## src/rtl/instr_fetch_unit.sv

```systemverilog
// Instruction fetch requester: drives the word address to a one-cycle-latency memory,
// tracks the single in-flight read, and hands right-path words to decode.
module instr_fetch_unit #(
  parameter logic [31:0] RESET_PC  = 32'd0,
  parameter int unsigned MEM_DEPTH = 512
) (
  input  logic        clk,
  input  logic        reset,
  input  logic        start,
  input  logic        stall,
  input  logic        redirect_valid,
  input  logic [31:0] redirect_target,
  output logic [31:0] pc,
  input  logic [31:0] instruction,
  output logic        if_valid,
  output logic [31:0] if_instr,
  output logic [31:0] if_pc,
  output logic        fault,
  output logic [31:0] fetch_count
);

  typedef enum logic [1:0] {
    IDLE,
    RUN,
    FAULT
  } state_t;

  state_t      r_state;
  state_t      w_nextState;
  logic [31:0] r_fetchPc;
  logic [31:0] r_inflightPc;
  logic        r_inflightValid;
  logic        r_fault;
  logic [31:0] r_fetchCount;

  logic        w_issue;
  logic        w_outOfRange;
  logic        w_accept;

  // The start cycle already issues the first request so the first word returns next cycle.
  assign w_issue      = (r_state == RUN) || ((r_state == IDLE) && start);
  assign w_outOfRange = (pc >= 32'(MEM_DEPTH));
  assign w_accept     = if_valid && !stall;

  always_ff @(posedge clk or posedge reset) begin
    if (reset) begin
      r_state <= IDLE;
    end else begin
      r_state <= w_nextState;
    end
  end

  always_comb begin
    w_nextState = r_state;
    case (r_state)
      IDLE:    if (start) w_nextState = w_outOfRange ? FAULT : RUN;
      RUN:     if (w_outOfRange) w_nextState = FAULT;
      FAULT:   w_nextState = FAULT;
      default: w_nextState = IDLE;
    endcase
  end

  always_comb begin
    if (redirect_valid && (r_state == RUN)) begin
      pc = redirect_target;
    end else if (stall && r_inflightValid) begin
      pc = r_inflightPc;
    end else begin
      pc = r_fetchPc;
    end
    if_valid = r_inflightValid && (r_state == RUN) && !redirect_valid;
  end

  // On a fault the offending address is parked in fetch_pc so pc holds it while faulted.
  always_ff @(posedge clk or posedge reset) begin
    if (reset) begin
      r_fetchPc       <= RESET_PC;
      r_inflightPc    <= 32'd0;
      r_inflightValid <= 1'b0;
      r_fault         <= 1'b0;
      r_fetchCount    <= 32'd0;
    end else begin
      if (w_issue) begin
        if (w_outOfRange) begin
          r_inflightValid <= 1'b0;
          r_fault         <= 1'b1;
          r_fetchPc       <= pc;
        end else begin
          r_inflightPc    <= pc;
          r_inflightValid <= 1'b1;
          r_fetchPc       <= pc + 32'd1;
        end
      end
      if (w_accept) begin
        r_fetchCount <= r_fetchCount + 32'd1;
      end
    end
  end

  assign if_instr    = instruction;
  assign if_pc       = r_inflightPc;
  assign fault       = r_fault;
  assign fetch_count = r_fetchCount;

endmodule
```

## config.mk

```make
export PLATFORM = sky130hd
export DESIGN_NAME = instr_fetch_unit
export DESIGN_NICKNAME = d
export VERILOG_FILES = /design/src/rtl/instr_fetch_unit.sv
export SDC_FILE = /design/constraint.sdc
export NUM_CORES = 1
export LEC_CHECK = 0
export CELL_PAD_IN_SITES_DETAIL_PLACEMENT = 0
export CELL_PAD_IN_SITES_GLOBAL_PLACEMENT = 1
export CORE_MARGIN = 2
export CORE_UTILIZATION = 29
export DETAILED_ROUTE_END_ITERATION = 10
export PLACE_DENSITY_LB_ADDON = 0.1
export SLEW_MARGIN = 20
export SYNTH_ARGS = -nofsm -noshare
export SYNTH_HDL_FRONTEND = slang
export SYNTH_SLANG_ARGS = --single-unit
```

## constraint.sdc

```tcl
create_clock -name clk -period 4.28 [get_ports clk]
set_input_delay 0.642 -clock clk [delete_from_list [all_inputs] [get_ports clk]]
set_output_delay 0.642 -clock clk [all_outputs]
set_load 0.02 [all_outputs]
```

==> results of run 1 <==
## layout make-up
type / count / area (um2) / area share, %
multi-input cells: 372 / 2550 / 35.0
flip-flops and latches: 100 / 2500 / 34.3
repair buffers: 162 / 1560 / 21.4
well taps: 234 / 293 / 4.01
clock buffers: 10 / 229 / 3.14
clock inverters: 6 / 93.8 / 1.29
inverters: 17 / 66.3 / 0.908
## metal layers
layer  routed length (um)  track usage [%]  vias up
met3                 1050             5.18       18
met2                 7710             27.6      126
met4                  210             3.49        0
li1                     -                -     2160
met1                 7610             21.3     2232
met5                    0                0        -
## kinds of logic after synthesis
logic type | synth area share, %
AOI/OAI and AO/OA | 12.3
DFF | 45.1
buffers and inverters | 8.84
and+or+nand+nor | 19.9
xor gates and xnor gates | 4.90
muxes | 7.60
adders and majority gates | 1.35
## how the worst min path moves through the flow
stage,depth (start not counted),slack [ns],endpoint
after detailed placement,1,0.45,fault
after global routing,2,0.50,r_fetchPc[0]
after CTS,2,0.48,r_fetchPc[0]
final,1,0.47,fault
after floorplan,2,0.44,r_fetchPc[0]
after global placement,1,0.44,fault
## layout by cell type (no fill, tap or decap), types with 5 or more instances in the layout
master	instances
mux2_2	25
and2_1	6
nor4_1	7
nand3_1	24
a21boi_0	6
mux2i_1	14
xor2_1	7
nand4_1	16
a21oi_1	7
and3_1	19
a211oi_1	5
xnor2_1	24
a21bo_2	11
o21ai_0	20
inv_1	16
o31ai_1	12
buf_4	27
nand3b_1	6
nor2b_1	23
clkdlybuf4s50_1	134
and3b_1	9
clkbuf_16	9
ha_1	6
a31oi_1	18
nor2_1	22
dfrtp_1	100
nand2_1	45
or4_1	9
## registers in the layout, summed over array words and instances, names as in the netlist
| register | flops |
|---|---|
| fault | 1 |
| if_pc | 32 |
| r_fetchPc | 32 |
| r_inflightValid | 1 |
| fetch_count | 32 |
| r_state | 2 |
## power breakdown
part,internal (mW),switching [mW]
combinational,0.785,1.01
sequential,1.11,0.135
clock,0.520,0.384
total,2.41,1.53
## metrics by stage
step / power, mW / instance area, um2
3_5_place_dp: 3.06 / 6980
6_report: 3.94 / 7300
3_3_place_gp: 3.05 / 6980
2_1_floorplan: 2.36 / 5550
5_1_grt: 4.19 / 7300
4_1_cts: 3.98 / 7300
## cell usage after synthesis (3+ instances only)
| library cell | n |
|---|---|
| a211oi_1 | 5 |
| a21bo_2 | 11 |
| a21boi_0 | 6 |
| a21oi_1 | 7 |
| a31oi_1 | 18 |
| and2_1 | 6 |
| and3_1 | 19 |
| and3b_1 | 9 |
| and4_1 | 3 |
| buf_2 | 10 |
| buf_4 | 33 |
| buf_6 | 4 |
| clkbuf_1 | 21 |
| dfrtp_1 | 100 |
| ha_1 | 6 |
| inv_1 | 17 |
| mux2_2 | 25 |
| mux2i_1 | 14 |
| nand2_1 | 45 |
| nand3_1 | 24 |
| nand3b_1 | 6 |
| nand4_1 | 16 |
| nor2_1 | 22 |
| nor2b_1 | 23 |
| nor3_1 | 3 |
| nor4_1 | 7 |
| o2111ai_1 | 3 |
| o21ai_0 | 20 |
| o31ai_1 | 12 |
| or4_1 | 9 |
| xnor2_1 | 24 |
| xor2_1 | 7 |
==> metrics.txt, run 1 <==
FFs w/ async S/R, synth=100%; outcome=finished clean; CTS Buffer Depth=2; die footprint=0.0202 mm2; Mapped Nets=633; Final #Nets=737; total wire length=16.6 mm; H-tree Lvls=3; Hold Path Origin=fault; Worst Setup End Kind=output port; Reg clk slew, reported paths=0.07 ns; Mapped Area=0.00555 mm2; slowest CP cell=clkdlybuf4s50_1; Setup-failing EPs final=0; drt drc=0; r2r startpoint=r_state[1]; Critical Path Max Stage Delay=0.75 ns; clock root buffer master=clkbuf_16; Die Height=142 um; crit-path leading delay family=buffers and inverters; Most used DFF post-synth=dfrtp_1; reg-to-reg setup timing slack=0.57 ns; CTS tree=yes; CP bufs+invs=2; most frequent cell on the critical path=clkdlybuf4s50_1; DRT Pass-1 Iters=4; number of diodes=0; WP depth=5; sequential fraction of the synthesis area=45.1%; post-DR vias/cell=5.03; Reg2Reg Depth=11; setup tns final=0 ns; post-CTS setup buffer count=0; TritonCTS buffer count=9; clock sinks=100; max_cap viols=0; Post-Layout Cell Count=901; hold_buf cts=0; Unique masters post-synth=50; WP data required=3.64 ns; slew margin rel.=40.5%; Worst Setup Slack, final=0.454 ns; core footprint=0.0187 mm2; Mean Syn Cell Area=9.94 um2; gpl congestion=0.800; Starting Density=29.7%; first-pass GRT wire length=26.4 mm; fmax=0.261 GHz; Worst Setup Start Kind=input pin; die width=142 um; post-place setup slack=0.295 ns; Final Cycle Share=89.4%; Cells after DPL=885; Final Critical Period=3.83 ns; GRT Residual Overflow=0; layout cells sized above 1=12.3%; # IOs=199; antenna-violating nets left=0; Fill cells=1,859; number of synthesized flops with an enable pin=0; Synth area leader=dfrtp_1; CTS resizes=0; Final HPWL DP=12.0 mm; worst vdd ir=0.000243 V; row count=50; hold_ws=0.469 ns; largest net degree at the start of global routing=70; worst min path class=flop to flop; power density cells=539 mW/mm2; RSZ-0062 raised after global routing=no; PortBufs=134; register bit total from synthesis=100; DRT iter0 DRCs=181; final hold vios=0; gr usage total=16.6%; WS Path Type=input pin to output port; skew final=0.0109 ns; Setup crit end=pc[8]; worst skew pair latency=0.35 ns; synth warn=0; Layout area overhead=31.6%; worst path cell trace=clkdlybuf4s50_1 -> and2_1 -> mux2i_1 -> o21ai_0 -> clkdlybuf4s50_1; worst-path maximum fanout=11; antenna violations before repair=0; post-synth top area share=45.1%; CP arrival=3.18 ns; Final Max Tran Viols=0; Via Count=4,536; Synth Instances=558; Leak=3.27 nW; RR Endpoint=if_pc[8]; measured slew at the worst slew-check pin=0.892 ns; crit path from=stall; vias in the first global route=4,775; largest cells by area after synthesis=dfrtp_1, mux2_2, buf_4; wire length per cell=18.4 um; Finished Core Util=39.0%
Note: power is estimated with default switching activity, not from simulation.
==> inputs of run 2 (changes only) <==
Settings changed: CTS_CLUSTER_DIAMETER set to 80.
Clock period 4.28 ns to 3.2 ns, I/O delays scaled along.
==> run 2 against run 1 <==
Worst hold slack better by 0.0059 ns. Clock skew fell by 0.0031 ns. Final area increased by 5.9%. Sequential share of layout area decreased by 1.9 points. Critical path depth rose by 5. Critical path type is now flop to flop. Largest power group unchanged.
==> metrics.txt, run 2 (synthesis gave the netlist of run 1 again) <==
antenna-violating nets left=0; drt drc=0; WS Path Type=flop to flop; CP arrival=3.31 ns; Worst Setup End Kind=flop; outcome=finished clean; worst vdd ir=0.000256 V; placed cell area=0.00732 mm2; H-tree Lvls=3; crit path from=r_state[1]; Worst Setup Start Kind=flop; Final HPWL DP=12.5 mm; fmax=0.325 GHz; Die Height=142 um; vias in the first global route=4,856; max_cap viols=0; PortBufs=134; slew margin rel.=64.7%; first-pass GRT wire length=26.6 mm; measured slew at the worst slew-check pin=0.530 ns; clock sinks=100; worst min path class=flop to flop; Setup-failing EPs final=0; Post-Layout Cell Count=941; RR Endpoint=if_pc[3]; row count=50; Final Max Tran Viols=0; post-DR vias/cell=4.89; Finished Core Util=41.3%; die width=142 um; GRT Residual Overflow=0; commonest non-fill, non-tap cells in the layout=clkdlybuf4s50_1, dfrtp_1, buf_4, nand2_1, mux2_2; post-layout instance area=0.00773 mm2; Layout area overhead=39.4%; CTS tree=yes; most common cell after layout, fill and taps aside=clkdlybuf4s50_1; WP data required=3.43 ns; Reg2Reg Depth=10; wire length per cell=18.0 um; DRT iter0 DRCs=129; Setup crit end=if_pc[3]; antenna violations before repair=0; final hold vios=0; # IOs=199; Final #Nets=777; layout cells sized above 1=19.0%; post-CTS setup buffer count=0; TritonCTS buffer count=9; gpl congestion=0.884; worst skew pair latency=0.35 ns; skew final=0.00780 ns; total wire length=17.0 mm; Leak=3.50 nW; core footprint=0.0187 mm2; reg-to-reg setup timing slack=0.13 ns; number of diodes=0; Starting Density=29.7%; Final Critical Period=3.07 ns; die footprint=0.0202 mm2; Reg clk slew, reported paths=0.07 ns; Cells after DPL=925; gr usage total=17.0%; power density cells=729 mW/mm2; r2r startpoint=r_state[1]; Via Count=4,605; CTS Buffer Depth=2; DRT Pass-1 Iters=6; clock root buffer master=clkbuf_16; largest net degree at the start of global routing=62; Final Cycle Share=96.0%; worst-path maximum fanout=14
-- run 2: critical path: stages (launching register included) --
cell and delay (ns):
dfrtp_1 0.38, inv_1 0.10, ha_4 0.19, nand2_1 0.11, or4_1 0.42, a311o_1 0.31, or4_4 0.54, buf_6 0.17
nor3_4 0.23, buf_12 0.16, mux2_2 0.33
-- run 2: metrics by stage --
step	setup WS [ns]	power [mW]	hold slack, ns	setup TNS, ns
after CTS	0.0280	5.63	0.487	0
after floorplan	0.101	3.15	0.440	0
final	0.128	5.64	0.475	0
after global routing	-0.00896	6.02	0.497	-0.00896
after global placement	-0.254	4.38	0.448	-7.03
after detailed placement	-0.318	4.40	0.472	-9.85
-- run 2: repair_timing --
item,in CTS,in global routing
hold buffers,0,0
resized for setup,2,18
pin swaps,0,2
setup endpoints to repair,14,44
-- run 2: cell type report --
cell class,instances,area [um2]
Sequential cell,100,2500
Timing Repair Buffer,202,1920
Fill cell,1822,11000
Clock inverter,6,88.8
Clock buffer,10,229
Multi-Input combinational cell,372,2630
Inverter,17,66.3
Tap cell,234,293
-- run 2: how the worst min path moves through the flow --
stage | endpoint | slack, ns | depth (start not counted) | from
CTS | fetch_count[31] | 0.49 | 1 | fetch_count[31]
detailed placement | r_fetchPc[29] | 0.47 | 2 | r_fetchPc[29]
global route | fetch_count[31] | 0.50 | 1 | fetch_count[31]
floorplan | r_fetchPc[0] | 0.44 | 2 | r_fetchPc[0]
finish | fetch_count[31] | 0.48 | 1 | fetch_count[31]
global placement | fault | 0.45 | 1 | fault
-- run 2: report_power, final --
group          internal [mW]  total [mW]  leakage, nW  switching, mW
sequential              1.48        1.65         1.35          0.167
clock                  0.686        1.19        0.149          0.507
combinational           1.37        2.80         2.00           1.43
-- run 2: layer usage --
metal / up-vias / part of all wire [%] / global-route usage (%)
li1: 2239 / - / -
met3: 26 / 6.1 / 4.44
met2: 130 / 46 / 27.1
met4: 0 / 2.3 / 6.10
met5: - / 0 / 0
met1: 2210 / 45 / 22.3
==> inputs of run 3 (changes only) <==
Settings changed: TNS_END_PERCENT set to 100.
==> results of run 3 <==
Same layout as run 2: the final DEF is identical, and so are final timing and power.
